File: src/rtl/burst_read_responder.sv
// Burst-read responder: acknowledges a word request, then fetches the enclosing 4-word block
// in wrap-around order from a pipelined memory. Optional macro BURST_STATS_EN enables burst_count.
module burst_read_responder #(
    parameter int MEM_ADDR_W = 21
) (
    input  logic                  clk,
    input  logic                  reset_n,
    input  logic                  as,
    input  logic [MEM_ADDR_W:0]   address,
    output logic                  bus_ack,
    output logic [15:0]           din,
    output logic                  burstdata_valid,
    output logic                  mem_rd,
    output logic [MEM_ADDR_W-1:0] mem_addr,
    input  logic                  mem_wait,
    input  logic                  mem_rvalid,
    input  logic [15:0]           mem_rdata,
    output logic [15:0]           burst_count
);

    typedef enum logic [1:0] {
        IDLE,
        ISSUE,
        DRAIN
    } state_t;

    state_t                state_q, state_d;
    logic [MEM_ADDR_W-1:0] base_q, base_d;
    logic [2:0]            k_q, k_d;
    logic [2:0]            r_q, r_d;
    logic                  bus_ack_q, bus_ack_d;
    logic                  valid_q, valid_d;
    logic [15:0]           din_q, din_d;
    logic                  issue_accept;
    logic                  burst_done;
    logic [1:0]            word_sel;

    always_comb begin
        state_d      = state_q;
        base_d       = base_q;
        k_d          = k_q;
        r_d          = r_q;
        bus_ack_d    = 1'b0;
        valid_d      = mem_rvalid && (state_q != IDLE);
        din_d        = mem_rdata;
        burst_done   = 1'b0;
        mem_rd       = (state_q == ISSUE);
        word_sel     = base_q[1:0] + k_q[1:0];
        mem_addr     = mem_rd ? {base_q[MEM_ADDR_W-1:2], word_sel} : '0;
        issue_accept = mem_rd && !mem_wait;

        case (state_q)
            IDLE: begin
                if (as) begin
                    base_d    = address[MEM_ADDR_W:1];
                    k_d       = 3'd0;
                    r_d       = 3'd0;
                    bus_ack_d = 1'b1;
                    state_d   = ISSUE;
                end
            end
            ISSUE, DRAIN: begin
                if (issue_accept) begin
                    k_d = k_q + 3'd1;
                end
                if (mem_rvalid) begin
                    r_d = r_q + 3'd1;
                end
                // Returns come back in issue order, so the 4th return implies all issues are done.
                if ((r_d == 3'd4) && (k_d == 3'd4)) begin
                    state_d    = IDLE;
                    burst_done = 1'b1;
                end else if (k_d == 3'd4) begin
                    state_d = DRAIN;
                end
            end
            default: begin
                state_d = IDLE;
            end
        endcase
    end

    always_ff @(posedge clk) begin
        if (!reset_n) begin
            state_q   <= IDLE;
            base_q    <= '0;
            k_q       <= 3'd0;
            r_q       <= 3'd0;
            bus_ack_q <= 1'b0;
            valid_q   <= 1'b0;
            din_q     <= 16'd0;
        end else begin
            state_q   <= state_d;
            base_q    <= base_d;
            k_q       <= k_d;
            r_q       <= r_d;
            bus_ack_q <= bus_ack_d;
            valid_q   <= valid_d;
            din_q     <= din_d;
        end
    end

    assign bus_ack         = bus_ack_q;
    assign burstdata_valid = valid_q;
    assign din             = din_q;

`ifdef BURST_STATS_EN
    logic [15:0] count_q, count_d;
    logic        unused_bits;

    always_comb begin
        count_d = count_q;
        if (burst_done) begin
            count_d = count_q + 16'd1;
        end
    end

    always_ff @(posedge clk) begin
        if (!reset_n) begin
            count_q <= 16'd0;
        end else begin
            count_q <= count_d;
        end
    end

    assign burst_count = count_q;
    assign unused_bits = address[0];
`else
    logic unused_bits;

    assign burst_count = 16'd0;
    assign unused_bits = address[0] ^ burst_done;
`endif

endmodule

File: config.mk
export PLATFORM = sky130hd
export DESIGN_NAME = burst_read_responder
export DESIGN_NICKNAME = d
export VERILOG_FILES = /design/src/rtl/burst_read_responder.sv
export SDC_FILE = /design/constraint.sdc
export NUM_CORES = 1
export LEC_CHECK = 0
export ABC_CLOCK_PERIOD_IN_PS = 2220
export CAP_MARGIN = 10
export CORE_MARGIN = 2
export CORE_UTILIZATION = 42
export CTS_BUF_LIST = sky130_fd_sc_hd__clkbuf_8
export CTS_CLUSTER_SIZE = 28
export DETAILED_ROUTE_END_ITERATION = 7
export HOLD_SLACK_MARGIN = 0.08
export PLACE_DENSITY = 0.83
export SYNTH_ARGS = -nofsm -noshare
export SYNTH_HDL_FRONTEND = slang
export SYNTH_SLANG_ARGS = --single-unit
File: constraint.sdc
create_clock -name clk -period 2.22 [get_ports clk]
set_input_delay 0.555 -clock clk [delete_from_list [all_inputs] [get_ports clk]]
set_output_delay 0.555 -clock clk [all_outputs]
set_load 0.05 [all_outputs]
==> out/qor.csv, run 1 <==
stage,metric,value,unit
timing,min cycle time layout,2.106,ns
floorplanning,I/O pin count,99,
timing,Max Slew Vio Count,0,
worst_setup_path,crit path DAT,1.55,ns
logic_synthesis,Syn. warnings,0,
worst_setup_path,Critical Path RT,1.66,ns
place,half-perimeter wire length after placement,3565,µm
grt,largest net degree at the start of global routing,30,
cells_and_area,area grow syn2layout,57.45,%
hold_path,hold crit path type,reg -> reg,
worst_setup_path,kind of cell adding the most delay to the critical path,flip-flops,
floorplanning,starting density of the core,43.58,%
floorplanning,die area,0.005477,mm²
worst_setup_path,CP max stage cell,dfxtp_1,
route,routed wire length,4796,µm
flow_run,Max-cap violations,0,
worst_setup_path,startpoint types,flop,
floorplanning,core area,0.004723,mm²
timing,fraction of the cycle the final worst path needs,94.87,%
place,GP Congestion,0.8703,
place,input/output buffers,81,
route,DRT Pass-1 Iters,4,
route,Final ANT Viol Nets,0,
status,status,completed,
timing,clock skew,0.003776,ns
clock_network,clk sink count,47,
clock_network,CTS tree,yes,
route,DR vias/cell,4.551,
worst_setup_path,crit path max fanout,5,
timing,Slew HR,65.30,%
logic_synthesis,Yosys reg bits,47,
cells_and_area,layout cell share with drive strength beyond 1,13.93,%
power,clock network power share,20.1,%
clock_network,root buf cell,clkbuf_8,
clock_network,setup repair bufs after CTS,0,
grt,initial antenna violation count,0,
cells_and_area,# fillers,390,
grt,GRT Util Overall,18.57,%
clock_network,"CTS clk-pin slew, worst paths",0.08,ns
clock_network,Max Root-Sink Buffers,2,
logic_synthesis,"Seq/Total Area, Yosys",45.71,%
power,Final Power,2.689,mW
floorplanning,Die X,74.01,µm
power,Pint,1.709,mW
worst_setup_path,Most common cell on crit path,xnor2_1,
floorplanning,Die Y-Extent,74.01,µm
power,VDD IR max,0.0005043,V
power,logic gate share of total power,43.4,%
timing,Max Clk Rate,474.8,MHz
floorplanning,# rows,25,
timing,Slew @ Worst Pin,0.5189,ns
power,leakage,1.286,nW
cells_and_area,number of diodes,0,
worst_setup_path,Buf/Inv on CP,1,
worst_setup_path,Critical Path End Type,output port,
worst_setup_path,CP Cell Sequence,ha_1 -> xnor2_1 -> xnor2_1 -> and2_1 -> buf_12,
worst_setup_path,slowest cell delay on critical path,0.42,ns
grt,first-pass GRT wire length,7783,µm
route,Routed WL per cell,12.30,µm
clock_network,worst skew pair latency,0.29,ns
power,switching power,0.9798,mW
route,starting DRC count in detailed routing,87,
logic_synthesis,Post-Syn Area,0.002058,mm²
logic_synthesis,Syn Inst Count,238,
power,pwr dens,829.7,mW/mm²
power,switch share,36.44,%
power,Flop pwr share,36.5,%
grt,grt ovf,0,
logic_synthesis,"Distinct cells, synth",34,
timing,"Setup violations, final",0,
cells_and_area,Nets,371,
route,DRC viols,0,
timing,Setup TNS Final,0,ns
worst_setup_path,CP Class,reg -> out,
timing,RSZ-0062 raised after global routing,no,
logic_synthesis,"Avg Cell Area, Syn",8.648,µm²
clock_network,CTS Buf Count,5,
route,via count,1775,
timing,Final Hold Fails,0,
grt,number of global-route vias before repair,1725,
clock_network,H-tree Lvls,2,
cell type report:
cell class	count	area [µm²]	share of cell area, %
clock buffers	7	96.34	2.973
well taps	67	83.83	2.587
multi-input cells	174	1006	31.04
flip-flops and latches	47	940.9	29.03
inverters	5	18.77	0.5792
repair buffers	89	1091	33.67
clock inverters	1	3.754	0.1158
worst paths after layout:
path / from / slack [ns] / to / cells past startpoint
setup / recovery: k_q[0] / 0.11 / mem_addr[1] / 5
hold / removal: base_q[19] / 0.45 / base_q[19] / 2
setup reg to reg: state_q[0] / 0.35 / state_q[1] / 6
hold reg to reg: base_q[19] / 0.45 / base_q[19] / 2
cell usage in the layout, fill, tap and decap left out, types with 3 or more instances in the layout:
master | netlist | layout
nand2_1 | 48 | 48
xnor2_1 | 3 | 3
a21oi_1 | 25 | 25
clkdlybuf4s50_1 | 0 | 59
and2_1 | 38 | 38
inv_1 | 5 | 6
buf_4 | 16 | 8
ha_1 | 6 | 5
nor2_1 | 6 | 6
buf_12 | 0 | 22
conb_1 | 1 | 16
clkbuf_8 | 0 | 7
dfxtp_1 | 47 | 47
state kept, by name, summed over array words and instances, names as in the netlist:
register / flops
burstdata_valid: 1
din: 16
state_q: 2
k_q: 3
r_q: 3
bus_ack: 1
base_q: 21
cells by family after synthesis:
| kind of cell | count (synthesis) | synth area share, % |
|---|---|---|
| XOR/XNOR | 4 | 1.702 |
| other | 1 | 0.1822 |
| buffers and inverters | 32 | 8.754 |
| flip-flops | 47 | 45.71 |
| multiplexers | 2 | 1.094 |
| adder cells (fa/ha/maj) | 6 | 3.647 |
| AO/OA/AOI/OAI | 35 | 9.848 |
| AND/OR/NAND/NOR | 111 | 29.06 |
through the flow:
stage | instances | hold slack, ns | instance area [µm²] | setup WS (ns) | utilization [%]
after floorplan | 253 | 0.4317 | 2115 | 0.03756 | -
final | 390 | 0.4515 | 3241 | 0.1138 | 68.61
after CTS | 390 | 0.4533 | 3231 | 0.06455 | 68.40
after detailed placement | 382 | 0.4422 | 3128 | 0.03703 | 66.23
after global placement | 382 | 0.4372 | 3128 | 0.1414 | 66.23
after global routing | 390 | 0.4757 | 3241 | 0.03289 | 68.61
cells in the mapped netlist:
| master | number | share of area (%) |
|---|---|---|
| nand4_1 | 2 | 0.61 |
| xnor2_1 | 3 | 1.3 |
| conb_1 | 1 | 0.18 |
| nor4bb_1 | 1 | 0.49 |
| buf_4 | 16 | 5.8 |
| and2b_4 | 1 | 0.49 |
| and4b_2 | 1 | 0.55 |
| a211oi_1 | 2 | 0.73 |
| mux2_2 | 2 | 1.1 |
| o31ai_1 | 2 | 0.73 |
| ha_1 | 6 | 3.6 |
| clkbuf_1 | 11 | 2.0 |
| o211ai_1 | 1 | 0.36 |
| or4_1 | 2 | 0.73 |
| a21oi_1 | 25 | 6.1 |
| a211o_2 | 1 | 0.49 |
| dfxtp_1 | 47 | 46 |
| nand3_1 | 2 | 0.49 |
| and2_1 | 38 | 12 |
| o2111ai_1 | 1 | 0.43 |
| nor3_4 | 1 | 0.79 |
| or2b_4 | 1 | 0.55 |
| or3b_1 | 1 | 0.43 |
| nand4b_1 | 1 | 0.43 |
| a31oi_1 | 2 | 0.61 |
| nand3b_1 | 2 | 0.73 |
| nand2_1 | 48 | 8.8 |
| inv_1 | 5 | 0.91 |
| nand2b_1 | 1 | 0.30 |
| nor2b_1 | 2 | 0.61 |
| o22a_1 | 1 | 0.43 |
| xor2_1 | 1 | 0.43 |
| or4b_1 | 1 | 0.49 |
| nor2_1 | 6 | 1.1 |
routing by layer:
| layer | GRT usage, % | vias to the layer above | wire [µm] |
|---|---|---|---|
| li1 | - | 913 | - |
| met2 | 32.34 | 50 | 2509 |
| met3 | 6.098 | 4 | 294 |
| met4 | 6.667 | 0 | 36 |
| met5 | 0 | - | 0 |
| met1 | 21.28 | 808 | 1955 |
worst register-to-register path: cells and delay by family (launching register included):
kind            cells  cell delay [ns]
compound gates      1             0.16
buf+inv             1             0.08
fa+ha+maj           1             0.28
simple gates        3             0.85
flops               1             0.46
power groups by stage:
stage,combinational (mW),sequential (mW),clock (mW)
after floorplan,0.637,1.06,0
after global placement,1.14,0.991,0
after detailed placement,1.16,0.998,0
after global routing,1.25,0.995,0.599
final,1.17,0.982,0.539
after CTS,1.16,0.978,0.567
timing repair:
item                       CTS  global route
hold buffers                 0             0
setup endpoints to repair   19             7
pin swaps                    0             0
resized for setup            1             1
(Power assumes the default switching activity.)
==> inputs of run 2 (changes only) <==
--- a/config.mk
+++ b/config.mk
@@ -5,6 +5,7 @@
 export SDC_FILE = /design/constraint.sdc
 export NUM_CORES = 1
 export LEC_CHECK = 0
+export ABC_AREA = 1
 export ABC_CLOCK_PERIOD_IN_PS = 2220
 export CAP_MARGIN = 10
 export CORE_MARGIN = 2
==> run 2 against run 1 <==
Compared with the run above: worst hold slack improved by 0.037 ns; synthesized cell count rose by 18%; combinational power fell by 49%; critical path type unchanged; sequential power fell by 5.6%; global-route usage fell by 1.3 points; utilization rose by 0.10 points.
==> out/qor.csv, run 2 <==
stage,metric,value,unit
status,status,completed,
grt,first-pass GRT wire length,7383,µm
clock_network,post-CTS resize count,1,
clock_network,worst skew pair latency,0.29,ns
place,input/output buffers,81,
worst_setup_path,CP Class,reg -> out,
route,via count,1850,
logic_synthesis,"Top FF cell, synth",dfxtp_1,
worst_setup_path,flop2flop setup slack,0.65,ns
logic_synthesis,async set or reset register ratio after synthesis,0,%
worst_setup_path,Critical R2R Capture,base_q[16],
clock_network,# hold bufs at CTS,0,
cells_and_area,"most common cell after layout, fill and taps aside",clkdlybuf4s50_1,
logic_synthesis,"Avg Cell Area, Syn",7.454,µm²
timing,"Setup violations, final",0,
timing,Final Hold Fails,0,
grt,initial antenna violation count,0,
worst_setup_path,Critical Path End Type,output port,
logic_synthesis,Syn. warnings,0,
cells_and_area,Largest Register,base_q,
clock_network,Max Root-Sink Buffers,2,
timing,final worst slack,0.1375,ns
clock_network,"CTS clk-pin slew, worst paths",0.09,ns
worst_setup_path,startpoint types,flop,
worst_setup_path,slowest cell delay on critical path,0.44,ns
floorplanning,I/O pin count,99,
logic_synthesis,"top cells by area, synth","dfxtp_1 45%, nand2_1 9.0%, nor2_1 8.5%, inv_1 7.9%, buf_4 6.5%",
worst_setup_path,crit path max fanout,11,
logic_synthesis,Syn Inst Count,280,
worst_setup_path,Critical Path RT,1.66,ns
route,DRC viols,0,
worst_setup_path,Worst R2R Path Depth,6,
clock_network,CTS tree,yes,
cells_and_area,number of diodes,0,
clock_network,root buf cell,clkbuf_8,
route,DRT Pass-1 Iters,4,
grt,GRT Util Overall,17.31,%
logic_synthesis,top-count cell post-synth,nand2_1,
place,GP Congestion,0.7947,
worst_setup_path,Buf/Inv on CP,3,
cells_and_area,Nets,409,
grt,grt ovf,0,
floorplanning,core area,0.004755,mm²
clock_network,H-tree Lvls,2,
floorplanning,die area,0.005549,mm²
timing,Max Slew Vio Count,0,
timing,RSZ-0062 raised after global routing,no,
logic_synthesis,Post-Syn Area,0.002087,mm²
floorplanning,# rows,25,
clock_network,clk sink count,47,
clock_network,setup repair bufs after CTS,0,
timing,Slew HR,65.72,%
timing,Setup TNS Final,0,ns
hold_path,hold crit path type,reg -> reg,
logic_synthesis,post-synth top area cell,dfxtp_1,
cells_and_area,Register Area,940.9,µm²
route,DR vias/cell,4.322,
worst_setup_path,crit path DAT,1.53,ns
timing,min cycle time layout,2.082,ns
place,half-perimeter wire length after placement,3568,µm
floorplanning,Die Y-Extent,74.49,µm
cells_and_area,layout cell share with drive strength beyond 1,15.24,%
route,Routed WL per cell,10.66,µm
worst_setup_path,CP max stage cell,dfxtp_1,
place,pre-CTS setup slack,0.3046,ns
logic_synthesis,Yosys reg bits,47,
timing,fraction of the cycle the final worst path needs,93.80,%
route,starting DRC count in detailed routing,83,
power,VDD IR max,0.0004236,V
worst_setup_path,Critical Path Sink,mem_addr[16],
grt,number of global-route vias before repair,1754,
worst_setup_path,Worst Setup SP,state_q[0],
logic_synthesis,share of the synthesized area in the top cell type,45.08,%
cells_and_area,multi-input logic area,862.1,µm²
floorplanning,starting density of the core,43.89,%
cells_and_area,Largest register FFs,21,
worst_setup_path,RR Startpoint,state_q[1],
power,pwr dens,661.5,mW/mm²
timing,Slew @ Worst Pin,0.5126,ns
logic_synthesis,most frequent cells after synthesis,"50 x nand2_1, 47 x dfxtp_1, 47 x nor2_1, 44 x inv_1",
flow_run,Max-cap violations,0,
route,routed wire length,4563,µm
grt,largest net degree at the start of global routing,32,
cells_and_area,# fillers,389,
power,leakage,1.612,nW
floorplanning,Die X,74.49,µm
worst_setup_path,kind of cell adding the most delay to the critical path,flip-flops,
cells_and_area,most frequent cells in the layout,"59 x clkdlybuf4s50_1, 50 x nand2_1, 47 x nor2_1, 47 x dfxtp_1, 44 x inv_1",
logic_synthesis,"Seq/Total Area, Yosys",45.08,%
timing,worst hold slack,0.4886,ns
worst_setup_path,Crit path depth,5,
worst_setup_path,CP Cell Sequence,ha_4 -> buf_4 -> nand2_1 -> inv_1 -> buf_12,
timing,Max Clk Rate,480.2,MHz
logic_synthesis,Post-synth EDFFs,0,
timing,clock skew,0.003509,ns
cells_and_area,area grow syn2layout,56.53,%
logic_synthesis,"Distinct cells, synth",25,
clock_network,CTS Buf Count,5,
route,Final ANT Viol Nets,0,
-- run 2: worst min-delay path by stage --
stage,from,end,slack [ns],depth (start not counted)
4_1_cts,state_q[1],state_q[1],0.49,2
2_1_floorplan,base_q[15],base_q[15],0.45,2
3_3_place_gp,base_q[10],base_q[10],0.46,2
5_1_grt,state_q[1],state_q[1],0.51,2
3_5_place_dp,base_q[10],base_q[10],0.47,2
6_report,base_q[10],base_q[10],0.49,2
-- run 2: per-layer routing --
metal	global-route usage, %	vias to the layer above	part of all wire (%)
li1	-	961	-
met1	17.13	823	37
met3	7.995	6	8.3
met5	0	-	0
met4	4.167	0	1.1
met2	32.65	60	53
-- run 2: worst reg2reg max path: stages (launching register included) --
cell     delay, ns
dfxtp_1       0.34
inv_1         0.13
ha_1          0.32
nand2_2       0.21
inv_2         0.33
nor2_1        0.09
nor2_1        0.10
-- run 2: power breakdown --
group          switching (mW)  internal [mW]  leakage (nW)
Sequential             0.0267          0.900         0.389
Clock                   0.276          0.364        0.0612
Combinational           0.354          0.239          1.16
-- run 2: cell type report --
type	instances	share of cell area, %
Clock buffer	6	2.528
Clock inverter	2	1.072
Inverter	47	5.400
Multi-Input combinational cell	174	26.39
Sequential cell	47	28.80
Tap cell	67	2.566
Timing Repair Buffer	85	33.24
-- run 2: per-stage QoR --
| stage | power (mW) | utilization, % | cells | cell area [µm²] |
|---|---|---|---|---|
| global placement | 1.526 | 66.03 | 420 | 3139 |
| floorplan | 1.320 | - | 295 | 2150 |
| finish | 2.161 | 68.71 | 428 | 3267 |
| global route | 2.261 | 68.71 | 428 | 3267 |
| CTS | 2.184 | 68.71 | 428 | 3267 |
| detailed placement | 1.539 | 66.03 | 420 | 3139 |
-- run 2: cell families (layout without fill, tap and decap cells) --
kind of cell / after synthesis / in the layout / synth area share [%]
AND/OR/NAND/NOR: 116 / 116 / 23.62
AO/OA/AOI/OAI: 33 / 33 / 9.173
adder cells (fa/ha/maj): 6 / 6 / 3.597
flip-flops: 47 / 47 / 45.08
other: 1 / 16 / 0.1797
XOR/XNOR: 3 / 3 / 1.259
buffers and inverters: 74 / 140 / 17.09
==> inputs of run 3 (changes only) <==
--- a/config.mk
+++ b/config.mk
@@ -9,12 +9,12 @@
 export ABC_CLOCK_PERIOD_IN_PS = 2220
 export CAP_MARGIN = 10
 export CORE_MARGIN = 2
-export CORE_UTILIZATION = 42
+export CORE_UTILIZATION = 36
 export CTS_BUF_LIST = sky130_fd_sc_hd__clkbuf_8
 export CTS_CLUSTER_SIZE = 28
 export DETAILED_ROUTE_END_ITERATION = 7
 export HOLD_SLACK_MARGIN = 0.08
-export PLACE_DENSITY = 0.83
+export PLACE_DENSITY = 0.73
 export SYNTH_ARGS = -nofsm -noshare
 export SYNTH_HDL_FRONTEND = slang
 export SYNTH_SLANG_ARGS = --single-unit
==> run 3 against run 2 <==
Compared with the run above: flip-flop and latch count unchanged; cell count up 2.3%; clock power up 14%; utilization down 9.1 points; combinational power about the same; first-iteration DRC count down 31%; critical path depth unchanged; wire length down 2.8%.
==> out/qor.csv, run 3 (synthesis gave the netlist of run 2 again) <==
stage,metric,value,unit
worst_setup_path,CP Class,reg -> out,
clock_network,H-tree Lvls,2,
route,DR vias/cell,4.180,
cells_and_area,final cell count without fillers,438,
cells_and_area,# fillers,513,
place,half-perimeter wire length after placement,3497,µm
cells_and_area,Largest register FFs,21,
timing,min cycle time layout,1.982,ns
worst_setup_path,Critical Path End Type,output port,
power,Final Power,2.250,mW
place,pre-CTS setup slack,0.3162,ns
grt,grt ovf,0,
route,routed wire length,4436,µm
grt,largest net degree at the start of global routing,22,
timing,Slew HR,65.82,%
clock_network,CTS tree,yes,
route,Routed WL per cell,10.13,µm
floorplanning,Die X,80.14,µm
timing,clock skew,0.002594,ns
timing,fraction of the cycle the final worst path needs,89.29,%
worst_setup_path,CP Cell Sequence,ha_4 -> buf_4 -> nand2_1 -> inv_1 -> buf_12,
place,input/output buffers,81,
flow_run,Max-cap violations,0,
clock_network,worst skew pair latency,0.29,ns
timing,Max Clk Rate,504.5,MHz
clock_network,clk sink count,47,
clock_network,"CTS clk-pin slew, worst paths",0.08,ns
hold_path,HP Start,base_q[6],
timing,Max Slew Vio Count,0,
worst_setup_path,Critical Path RT,1.66,ns
route,via count,1831,
cells_and_area,number of diodes,0,
worst_setup_path,crit path DAT,1.43,ns
grt,number of global-route vias before repair,1756,
cells_and_area,Final Instance Area,0.003304,mm²
cells_and_area,Nets,414,
floorplanning,core area,0.005540,mm²
route,starting DRC count in detailed routing,57,
place,GP Congestion,0.7482,
power,pwr dens,680.9,mW/mm²
cells_and_area,Largest Register,base_q,
cells_and_area,multi-input logic area,862.1,µm²
timing,Slew @ Worst Pin,0.5110,ns
timing,worst hold slack,0.4894,ns
route,DRT Pass-1 Iters,4,
timing,Final Hold Fails,0,
worst_setup_path,CP max stage cell,dfxtp_1,
place,Placed Cells,428,
floorplanning,die area,0.006422,mm²
route,DRC viols,0,
worst_setup_path,RR Startpoint,state_q[0],
timing,Setup TNS Final,0,ns
timing,final worst slack,0.2377,ns
clock_network,root buf cell,clkbuf_8,
cells_and_area,Final Util,59.64,%
clock_network,CTS Buf Count,5,
worst_setup_path,slowest cell delay on critical path,0.44,ns
cells_and_area,Register Area,940.9,µm²
timing,RSZ-0062 raised after global routing,no,
grt,initial antenna violation count,0,
hold_path,hold crit path type,reg -> reg,
place,placed cell area,0.003143,mm²
floorplanning,starting density of the core,37.67,%
cells_and_area,layout cell share with drive strength beyond 1,16.39,%
grt,first-pass GRT wire length,7403,µm
worst_setup_path,Worst Setup SP,state_q[0],
timing,"Setup violations, final",0,
worst_setup_path,crit path max fanout,11,
cells_and_area,area grow syn2layout,58.33,%
clock_network,Max Root-Sink Buffers,2,
floorplanning,# rows,27,
grt,GRT Util Overall,14.64,%
status,status,completed,
route,Final ANT Viol Nets,0,
worst_setup_path,startpoint types,flop,
cells_and_area,most frequent cells in the layout,"59 x clkdlybuf4s50_1, 50 x nand2_1, 47 x nor2_1, 47 x dfxtp_1, 44 x inv_1",
power,VDD IR max,0.0004011,V
power,leakage,1.632,nW
floorplanning,Die Y-Extent,80.14,µm
cells_and_area,"most common cell after layout, fill and taps aside",clkdlybuf4s50_1,
floorplanning,I/O pin count,99,
run 3: path summary, 6_finish.rpt:
| path | slack, ns | to | depth (start not counted) |
|---|---|---|---|
| max | 0.24 | mem_addr[11] | 5 |
| min | 0.49 | base_q[6] | 2 |
| max reg2reg | 0.64 | state_q[1] | 11 |
| min reg2reg | 0.49 | base_q[6] | 2 |
run 3: layer usage:
layer / global-route usage (%) / vias up / part of all wire, %
met5: 0 / - / 0
met4: 5.593 / 0 / 1.4
met3: 5.056 / 8 / 7.2
met2: 26.83 / 52 / 51
met1: 15.24 / 800 / 40
li1: - / 971 / -
run 3: report_power, final:
part / internal, mW / switching [mW]
combinational: 0.240 / 0.351
clock: 0.449 / 0.283
sequential: 0.900 / 0.0262
total: 1.59 / 0.661
run 3: area by class of cell:
class                      count  area share (%)
clock inverter                 3           2.045
inverter                      47           5.339
multi-input combinational    174           26.09
timing repair buffer          90           33.24
tap                           72           2.726
sequential                    47           28.47
clock buffer                   5           2.083
run 3: worst max-delay path, delay by kind of cell (launching register included):
kind          cells  cell delay, ns
buf+inv           3            0.41
fa+ha+maj         1            0.21
simple gates      1            0.07
flops             1            0.44
run 3: repair_timing:
action | in CTS | in global routing
gates resized for setup | 1 | 0
buffers inserted | 0 | 2
gates cloned | 0 | 0
pin swaps | 0 | 0
endpoints found under the setup margin | 10 | 1
hold buffers | 0 | 0
